### config.mk
export PLATFORM = sky130hd
export DESIGN_NAME = lift_line_buf
export DESIGN_NICKNAME = d
export VERILOG_FILES = /design/src/rtl/lift_pkg.sv /design/src/rtl/lift_bank_ram.sv /design/src/rtl/lift_line_buf.sv
export SDC_FILE = /design/constraint.sdc
export NUM_CORES = 2
export LEC_CHECK = 0
export ABC_AREA = 1
export CAP_MARGIN = 20
export CORE_MARGIN = 1
export CORE_UTILIZATION = 50
export DETAILED_ROUTE_END_ITERATION = 7
export GPL_ROUTABILITY_DRIVEN = 0
export GPL_TIMING_DRIVEN = 1
export HOLD_SLACK_MARGIN = 0.15
export PLACE_DENSITY = 0.66
export SLEW_MARGIN = 0
export SYNTH_ARGS = -nofsm -noshare
export SYNTH_HDL_FRONTEND = slang
export SYNTH_SLANG_ARGS = --single-unit
export TNS_END_PERCENT = 5
### constraint.sdc
create_clock -name clk -period 8.7 [get_ports clk]
set_clock_uncertainty 0.1 [all_clocks]
set_input_delay 1.74 -clock clk [delete_from_list [all_inputs] [get_ports clk]]
set_output_delay 1.74 -clock clk [all_outputs]
set_load 0.1 [all_outputs]
### src/rtl/lift_pkg.sv
// lift_pkg: shared state encoding, defaults and length check for the lifting line buffer
package lift_pkg;
  localparam int LIFT_DATA_W = 26;
  localparam int LIFT_ADDR_W = 7;
  localparam int unsigned MIN_LEN = 4;
  typedef enum logic [2:0] {S_IDLE, S_FILL, S_RD0, S_RD1, S_OUT, S_FIN} state_t;
  function automatic logic len_ok(input int unsigned n, input int unsigned max_n);
    return !n[0] && n >= MIN_LEN && n <= max_n;
  endfunction
endpackage

### src/rtl/lift_bank_ram.sv
// lift_bank_ram: single-port RAM, sync read with a read register that holds between reads
module lift_bank_ram #(
  parameter int W  = 26,
  parameter int AW = 6
) (
  input  logic          clk,
  input  logic          rst_n,
  input  logic          en,
  input  logic          we,
  input  logic [AW-1:0] addr,
  input  logic [W-1:0]  wdata,
  output logic [W-1:0]  rdata
);
  logic [W-1:0] mem_q [2**AW];
  logic [W-1:0] rdata_q;
  always_ff @(posedge clk) begin
    if (en && we) mem_q[addr] <= wdata;
  end
  always_ff @(posedge clk) begin
    if (!rst_n) rdata_q <= '0;
    else if (en && !we) rdata_q <= mem_q[addr];
  end
  assign rdata = rdata_q;
endmodule

### src/rtl/lift_line_buf.sv
// lift_line_buf: even/odd line buffer streaming (left, odd, right) tuples with symmetric row-end extension
module lift_line_buf
  import lift_pkg::*;
#(
  parameter int DATA_W = LIFT_DATA_W,
  parameter int ADDR_W = LIFT_ADDR_W
) (
  input  logic              clk,
  input  logic              rst_n,
  input  logic              start,
  input  logic [ADDR_W:0]   cfg_len,
  output logic              cfg_err,
  input  logic              in_valid,
  output logic              in_ready,
  input  logic [DATA_W-1:0] in_data,
  output logic              out_valid,
  input  logic              out_ready,
  output logic [DATA_W-1:0] pix_dout_l,
  output logic [DATA_W-1:0] pix_dout_odd,
  output logic [DATA_W-1:0] pix_dout_r,
  output logic              done,
  output logic              busy
);
  localparam int BW = ADDR_W - 1;
  state_t state_q, state_d;
  logic [ADDR_W:0] len_q, len_d;
  logic [ADDR_W-1:0] i_q, i_d;
  logic [BW-1:0] k_q, k_d;
  logic [DATA_W-1:0] l_q, l_d, odd_q, odd_d, ev_rd, od_rd;
  logic cfg_err_q, cfg_err_d;
  logic start_ok, beat, fill_last, row_last, ev_en, od_en;
  logic [BW-1:0] ev_addr, od_addr;
  assign start_ok  = len_ok(32'(cfg_len), 2**ADDR_W);
  assign beat      = state_q == S_FILL && in_valid;
  assign fill_last = {1'b0, i_q} + 1'b1 == len_q;
  assign row_last  = {1'b0, k_q, 1'b1} + 1'b1 == len_q;
  // At the row end the even read register is left holding even[k], which is the mirrored x[N-2]
  assign ev_en   = (beat && !i_q[0]) || state_q == S_RD0 || (state_q == S_RD1 && !row_last);
  assign od_en   = (beat && i_q[0]) || state_q == S_RD0;
  assign ev_addr = state_q == S_FILL ? i_q[ADDR_W-1:1] : state_q == S_RD1 ? k_q + 1'b1 : k_q;
  assign od_addr = state_q == S_FILL ? i_q[ADDR_W-1:1] : k_q;
  lift_bank_ram #(.W(DATA_W), .AW(BW)) u_even (
    .clk(clk), .rst_n(rst_n), .en(ev_en), .we(state_q == S_FILL),
    .addr(ev_addr), .wdata(in_data), .rdata(ev_rd)
  );
  lift_bank_ram #(.W(DATA_W), .AW(BW)) u_odd (
    .clk(clk), .rst_n(rst_n), .en(od_en), .we(state_q == S_FILL),
    .addr(od_addr), .wdata(in_data), .rdata(od_rd)
  );
  always_ff @(posedge clk) begin
    if (!rst_n) begin
      state_q   <= S_IDLE;
      len_q     <= '0;
      i_q       <= '0;
      k_q       <= '0;
      l_q       <= '0;
      odd_q     <= '0;
      cfg_err_q <= 1'b0;
    end else begin
      state_q   <= state_d;
      len_q     <= len_d;
      i_q       <= i_d;
      k_q       <= k_d;
      l_q       <= l_d;
      odd_q     <= odd_d;
      cfg_err_q <= cfg_err_d;
    end
  end
  always_comb begin
    state_d   = state_q;
    len_d     = len_q;
    i_d       = i_q;
    k_d       = k_q;
    l_d       = l_q;
    odd_d     = odd_q;
    cfg_err_d = state_q == S_IDLE && start && !start_ok;
    case (state_q)
      S_IDLE: if (start && start_ok) begin
        state_d = S_FILL;
        len_d   = cfg_len;
        i_d     = '0;
        k_d     = '0;
      end
      S_FILL: if (in_valid) begin
        i_d     = i_q + 1'b1;
        state_d = fill_last ? S_RD0 : S_FILL;
      end
      S_RD0: state_d = S_RD1;
      S_RD1: begin
        l_d     = ev_rd;
        odd_d   = od_rd;
        state_d = S_OUT;
      end
      S_OUT: if (out_ready) begin
        state_d = row_last ? S_FIN : S_RD0;
        k_d     = row_last ? k_q : k_q + 1'b1;
      end
      S_FIN: state_d = S_IDLE;
      default: state_d = S_IDLE;
    endcase
  end
  assign cfg_err      = cfg_err_q;
  assign in_ready     = state_q == S_FILL;
  assign out_valid    = state_q == S_OUT;
  assign done         = state_q == S_FIN;
  assign busy         = state_q != S_IDLE;
  assign pix_dout_l   = l_q;
  assign pix_dout_odd = odd_q;
  assign pix_dout_r   = ev_rd;
endmodule

# Word-level counts from Yosys, hierarchy flattened
# Memory sizes are Yosys's and may differ from the RTL's. A register that Yosys moved wholly into a read port is not among the register bits.
# Index checks and enable logic that the tools add are counted.
dict set report word_totals {
  reg_bits 77
  latchBits 0
  ramBits 3328
  romBits 0
  elab_cells 77
  mem_count 2
}
dict set report classes {
  add_sub_neg 4
  n_mul 0
  div_mod_pow 0
  magnitude_cmp 2
  n_eq_ne 11
  shifts 0
  mux 20
  bitwise 0
  reduce_logical 31
}
# memory words word_bits rd rd_ports_with_merged_regs wr line
set mem_list {}
lappend mem_list {u_even.mem_q 64 26 1 1 1 lift_bank_ram.sv:14} ;# logic [W-1:0] mem_q [2**AW];
lappend mem_list {u_odd.mem_q 64 26 1 1 1 lift_bank_ram.sv:14}
# cell count
set ops {}
lappend ops {{two-way mux 6 bit} 6}
lappend ops {{adder 7 x 1 -> 8 bit, second input constant} 2}
lappend ops {{== test 8 bit} 2}
lappend ops {{case mux 3 bit (5 select lines)} 1}
lappend ops {{two-way mux 7 bit} 2}
lappend ops {{case mux 7 bit (2 select lines)} 1}
lappend ops {{logical AND 1 bit} 13}
lappend ops {{two-way mux 3 bit} 4}
lappend ops {{case mux 6 bit (2 select lines)} 1}
lappend ops {{greater-or-equal comparator 8 x 3 -> 1 bit, second input constant} 1}
lappend ops {{less-or-equal comparator 8 bit, second input constant} 1}
lappend ops {{adder 7 x 1 -> 7 bit, second input constant} 1}
lappend ops {{logical NOT 1 bit} 7}
lappend ops {{adder 6 x 1 -> 6 bit, second input constant} 1}
lappend ops {{== test 3 x 2 -> 1 bit, second input constant} 2}
lappend ops {{== test 3 bit, second input constant} 2}
lappend ops {{AND reduction 3 bit} 2}
lappend ops {{two-way mux 1 bit} 4}
lappend ops {{!= test 2 x 1 -> 1 bit, second input constant} 2}
lappend ops {{!= test 2 bit, second input constant} 2}
lappend ops {{AND reduction 4 bit} 1}
lappend ops {{nonzero test 2 bit} 2}
lappend ops {{== test 3 x 1 -> 1 bit, second input constant} 1}
lappend ops {{logical NOT 3 bit} 1}
lappend ops {{other kinds (4)} 6}

# Longest topological paths before layout
dict set report depth {
  ltp_word 8
  ltp_mapped 20
  mapped_depth_nobuf 17
}

# By module
# A second synthesis with hierarchy kept.
dict set report hier_totals {
  hier_cells 14478
  area_unflattened_um2 145460.8
}
# module instances cells_each area_each_um2
set by_module_without_submodules {}
lappend by_module_without_submodules {lift_bank_ram 2 6981 70975.6}
lappend by_module_without_submodules {lift_line_buf 1 516 3509.6}

# Worst setup path before layout
# Ideal clock, no wire load.
dict set report synth_path {
  path_kind {input to register}
  start {in in_valid}
  end {mem u_odd.mem_q[15][0] (enable)}
  setup_time_ps 475
  arrival_time_ps 5306
  setup_slack_ps 2819
  cell_stages 7
  path_buffers 1
  cell_sequence {inv_1 -> nor2_1 -> inv_1 -> nor2_1 -> buf_1 -> nand2_1 -> nor4_1}
}
dict set report synth_via {
  elab_chain_len 6
}
# element line
set synth_lines {}
lappend synth_lines {{start: declaration} lift_line_buf.sv:13} ;# input logic in_valid,
lappend synth_lines {{logical AND 1 bit} lift_line_buf.sv:34} ;# assign beat = state_q == S_FILL && in_valid;
lappend synth_lines {{logical AND 1 bit} lift_line_buf.sv:39} ;# assign od_en = (beat && i_q[0]) || state_q == S_RD0;
lappend synth_lines {{logical OR 1 bit} lift_line_buf.sv:39}
lappend synth_lines {{logical AND 1 bit} lift_bank_ram.sv:17} ;# if (en && we) mem_q[addr] <= wdata;
lappend synth_lines {{two-way mux 1 bit} lift_bank_ram.sv:17}
lappend synth_lines {{two-way mux 1 bit (implied by the code)} lift_bank_ram.sv:17}
lappend synth_lines {{end: declaration} lift_bank_ram.sv:14}
# No other way between the ends.

# Final worst setup path
dict set report layout_path {
  start {reg state_q[0]}
  end {reg u_even.rdata_q[15], in the netlist u_even.rdata[15], read port of u_even.mem_q}
}
dict set report layout_via {
  elab_chain_len 6
  elab_cells_between_ends 12
  classes_between {eq/ne (3); mux (2); reduce/logical (7)}
}
# element line
set layout_lines {}
lappend layout_lines {{start: declaration} lift_line_buf.sv:25} ;# state_t state_q, state_d;
lappend layout_lines {{start signal: assignment} lift_line_buf.sv:60} ;# state_q <= state_d;
lappend layout_lines {{== test 3 x 1 -> 1 bit} {lift_line_buf.sv:34, lift_line_buf.sv:40, lift_line_buf.sv:43}}
lappend layout_lines {{logical AND 1 bit} lift_line_buf.sv:34}
lappend layout_lines {{logical AND 1 bit} lift_line_buf.sv:38} ;# assign ev_en = (beat && !i_q[0]) || state_q == S_RD0 || (state_q == S_RD1 && !row_last);
lappend layout_lines {{logical OR 1 bit (2 in a row)} lift_line_buf.sv:38}
lappend layout_lines {{logical AND 1 bit} lift_bank_ram.sv:21} ;# else if (en && !we) rdata_q <= mem_q[addr];
lappend layout_lines {{end: declaration} lift_bank_ram.sv:15} ;# logic [W-1:0] rdata_q;
# Several ways; a longest one is shown, not always the timed one.
# A chain may end at the register's enable or synchronous reset.

==> results.json <==
{
  "status": "completed",
  "fin_ws_ps": 3350,
  "nFillCells": 24000,
  "cp.required_ps": 9380,
  "final_cell_count_no_fill": 17900,
  "hold_path_class": "reg -> reg",
  "power_density_mw_per_mm2": 233,
  "vias_per_cell": 5.64,
  "synth_top_area_share_pct": 68.8,
  "area_delta_synth_final_pct": 11.1,
  "grt_util_met3_pct": 7.03,
  "post-route-period-util_pct": 61.4,
  "die_area_mm2": 0.293,
  "synth_top_area_cell": "edfxtp_1",
  "ys_top_cells_by_area": "edfxtp_1 (69%), nand2_1 (17%), nand4_1 (2.0%)",
  "routed_wl_um": 428000,
  "p_leak_nw": 65.1,
  "ys_seq_elements": 3457,
  "p_clk_share_pct": 38.4,
  "switching_share_pct": 26.8,
  "cap_violations": 0,
  "top_usage_layer": "met2",
  "drt-pass1-iter-count": 6,
  "synth_edf_count": 3328,
  "antenna_found_initial": 25,
  "ios": 122,
  "grt_util_met2_pct": 42.1,
  "wl_per_cell_um": 23.9,
  "cts.clk_slew.worst_paths_ps": 60,
  "worst_slew_pin_slew_ps": 1230,
  "syn_inst": 13900,
  "crit_type": "reg -> reg",
  "cts-htree-levels": 5,
  "area.sequential_mm2": 0.103,
  "hold_viol": 0,
  "regToRegSetupSlack_ps": 3350,
  "yosysUniqueCellTypes": 38,
  "routed-via-count": 101000,
  "crit_path_max_fanout": 186,
  "power_frac_comb_pct": 13.0,
  "cts-root-buf": "clkbuf_16",
  "peakVddDrop_mv": 0.157,
  "insertion_delay_ps": 910,
  "cts_made_buffers": 350,
  "dp_worst_setup_slack_ps": 3000,
  "utilization_pct": 56.0,
  "cp_data_arrival_time_ps": 6030,
  "synth_area_per_cell_um2": 10.4,
  "power.internal_mw": 27.5,
  "cts_tree": "done",
  "grt_setup_unrepaired": "false",
  "yosys-top-cells-count": "nand2_1 (6753), edfxtp_1 (3328), inv_1 (566)",
  "synth_area_mm2": 0.145,
  "drtAntennaViolNets": 0,
  "cts_sinks": 3457,
  "power_switching_mw": 10.1,
  "rows": 197,
  "grt_pass1_vias": 91200,
  "slew_headroom_pct": 17.9,
  "stdcell_area_mm2": 0.161,
  "crit_start": "state_q[0]$_SDFFE_PN0P_",
  "yosys_most_used_dff": "edfxtp_1",
  "start_util_pct": 50.4,
  "yosysWarnings": 0,
  "cts.path.max_buffers": 4,
  "drc_errors": 0,
  "synth_most_common_cell": "nand2_1",
  "drive_gt1_share_pct": 6.62,
  "cts_setup_buffers": 0,
  "nets": 13900,
  "critPathCaptureType": "flop",
  "fmax_ghz": 0.187,
  "fin_tns_setup_ps": 0,
  "dp.cells": 17300,
  "drtIter0Drc": 13600,
  "p_total_mw": 37.6,
  "port_buffers": 121,
  "hold_buffers": 0,
  "r2r-start": "state_q[0]$_SDFFE_PN0P_",
  "grt_use_total_pct": 28.7,
  "timing.final.crit_period_ps": 5350,
  "crit_path_start_kind": "flop",
  "slew_viol_final": 0,
  "seqPwrFrac_pct": 48.6,
  "grt_max_degree": 225,
  "coreArea_mm2": 0.288,
  "min_from": "len_q[0]$_SDFFE_PN0P_",
  "place_area_mm2": 0.151,
  "chipWidth_um": 541,
  "die_h_um": 541,
  "async_reset_ff_share_pct": 0,
  "grt_overflow": 0,
  "syn_nets": 14000,
  "seq_area_frac_synth_pct": 70.6,
  "gr-usage-met1_pct": 41.9,
  "grt_pass1_wl_um": 620000,
  "cts_resized": 0,
  "post-dp-hpwl_um": 239000,
  "multiInputGateArea_mm2": 0.0375,
  "hold_ws_ps": 395,
  "setup_viol": 0
}
[layout make-up]
| type | instances | share of cell area [%] |
|---|---|---|
| inverters | 592 | 1.40 |
| clock inverters | 171 | 0.888 |
| diodes | 7 | 0.0109 |
| repair buffers | 404 | 2.21 |
| multi-input cells | 9065 | 23.3 |
| flip-flops and latches | 3457 | 63.5 |
| clock buffers | 459 | 5.78 |
| well taps | 3781 | 2.93 |
[path summary, 6_finish.rpt]
kind | end | cells past startpoint
worst max-delay path | u_even.rdata[15]$_SDFFE_PN0P_ | 15
worst min-delay path | len_q[0]$_SDFFE_PN0P_ | 2
worst max register to register | u_even.rdata[15]$_SDFFE_PN0P_ | 15
worst min register to register | len_q[0]$_SDFFE_PN0P_ | 2
[power groups by stage]
stage	logic, mW	registers [mW]	clock network (mW)
floorplan	3.02	18.6	0
global placement	4.75	18.6	0
detailed placement	4.78	18.6	0
CTS	4.81	18.3	14.5
global route	5.33	18.3	15.2
finish	4.89	18.3	14.4
[registers in the layout, indices dropped and copies added (netlist names)]
register,flops
u_even.mem_q,1664
pix_dout_l,26
u_even.rdata,26
k_q,6
pix_dout_odd,26
len_q,8
cfg_err,1
i_q,7
u_odd.rdata,26
u_odd.mem_q,1664
state_q,3
[worst max-delay path, stage by stage (launching register included)]
cell and delay (ps):
dfxtp_1 460, inv_2 70, nor2_2 200, nand3_4 600, nand3_4 730, buf_12 560, buf_4 620, o21ai_0 160
nand2_1 90, nand2_1 60, o21ai_1 200, nand2_1 100, nor2_1 410, nand3_1 340, nand2_1 130, inv_1 40
[cells in the final DEF, fill, tap and decap left out, types with 7 or more instances in the layout]
| cell type | count |
|---|---|
| a21oi_1 | 142 |
| buf_12 | 18 |
| buf_4 | 272 |
| buf_6 | 20 |
| bufinv_16 | 19 |
| clkbuf_1 | 98 |
| clkbuf_16 | 354 |
| clkbuf_8 | 7 |
| clkdlybuf4s50_1 | 94 |
| clkinv_1 | 86 |
| clkinv_2 | 45 |
| clkinv_8 | 8 |
| dfxtp_1 | 129 |
| diode_2 | 7 |
| edfxtp_1 | 3328 |
| inv_1 | 566 |
| inv_2 | 18 |
| nand2_1 | 6751 |
| nand3_1 | 541 |
| nand4_1 | 462 |
| nor2_1 | 366 |
| nor2_2 | 132 |
| o211ai_1 | 40 |
| o21ai_0 | 426 |
| o21ai_1 | 155 |
[layer usage]
layer / vias up / routed length (um)
met3: 690 / 52200
met1: 48700 / 174000
met4: 12 / 14200
met5: - / 80
met2: 5415 / 187000
li1: 46400 / -
[logic make-up after synthesis]
group,synth area share (%)
buffers and inverters,3.87
AND/OR/NAND/NOR,22.7
flip-flops,70.6
XOR/XNOR,0.0422
AO/OA/AOI/OAI,2.78
adder cells (fa/ha/maj),0.0172
(Power assumes the default switching activity.)
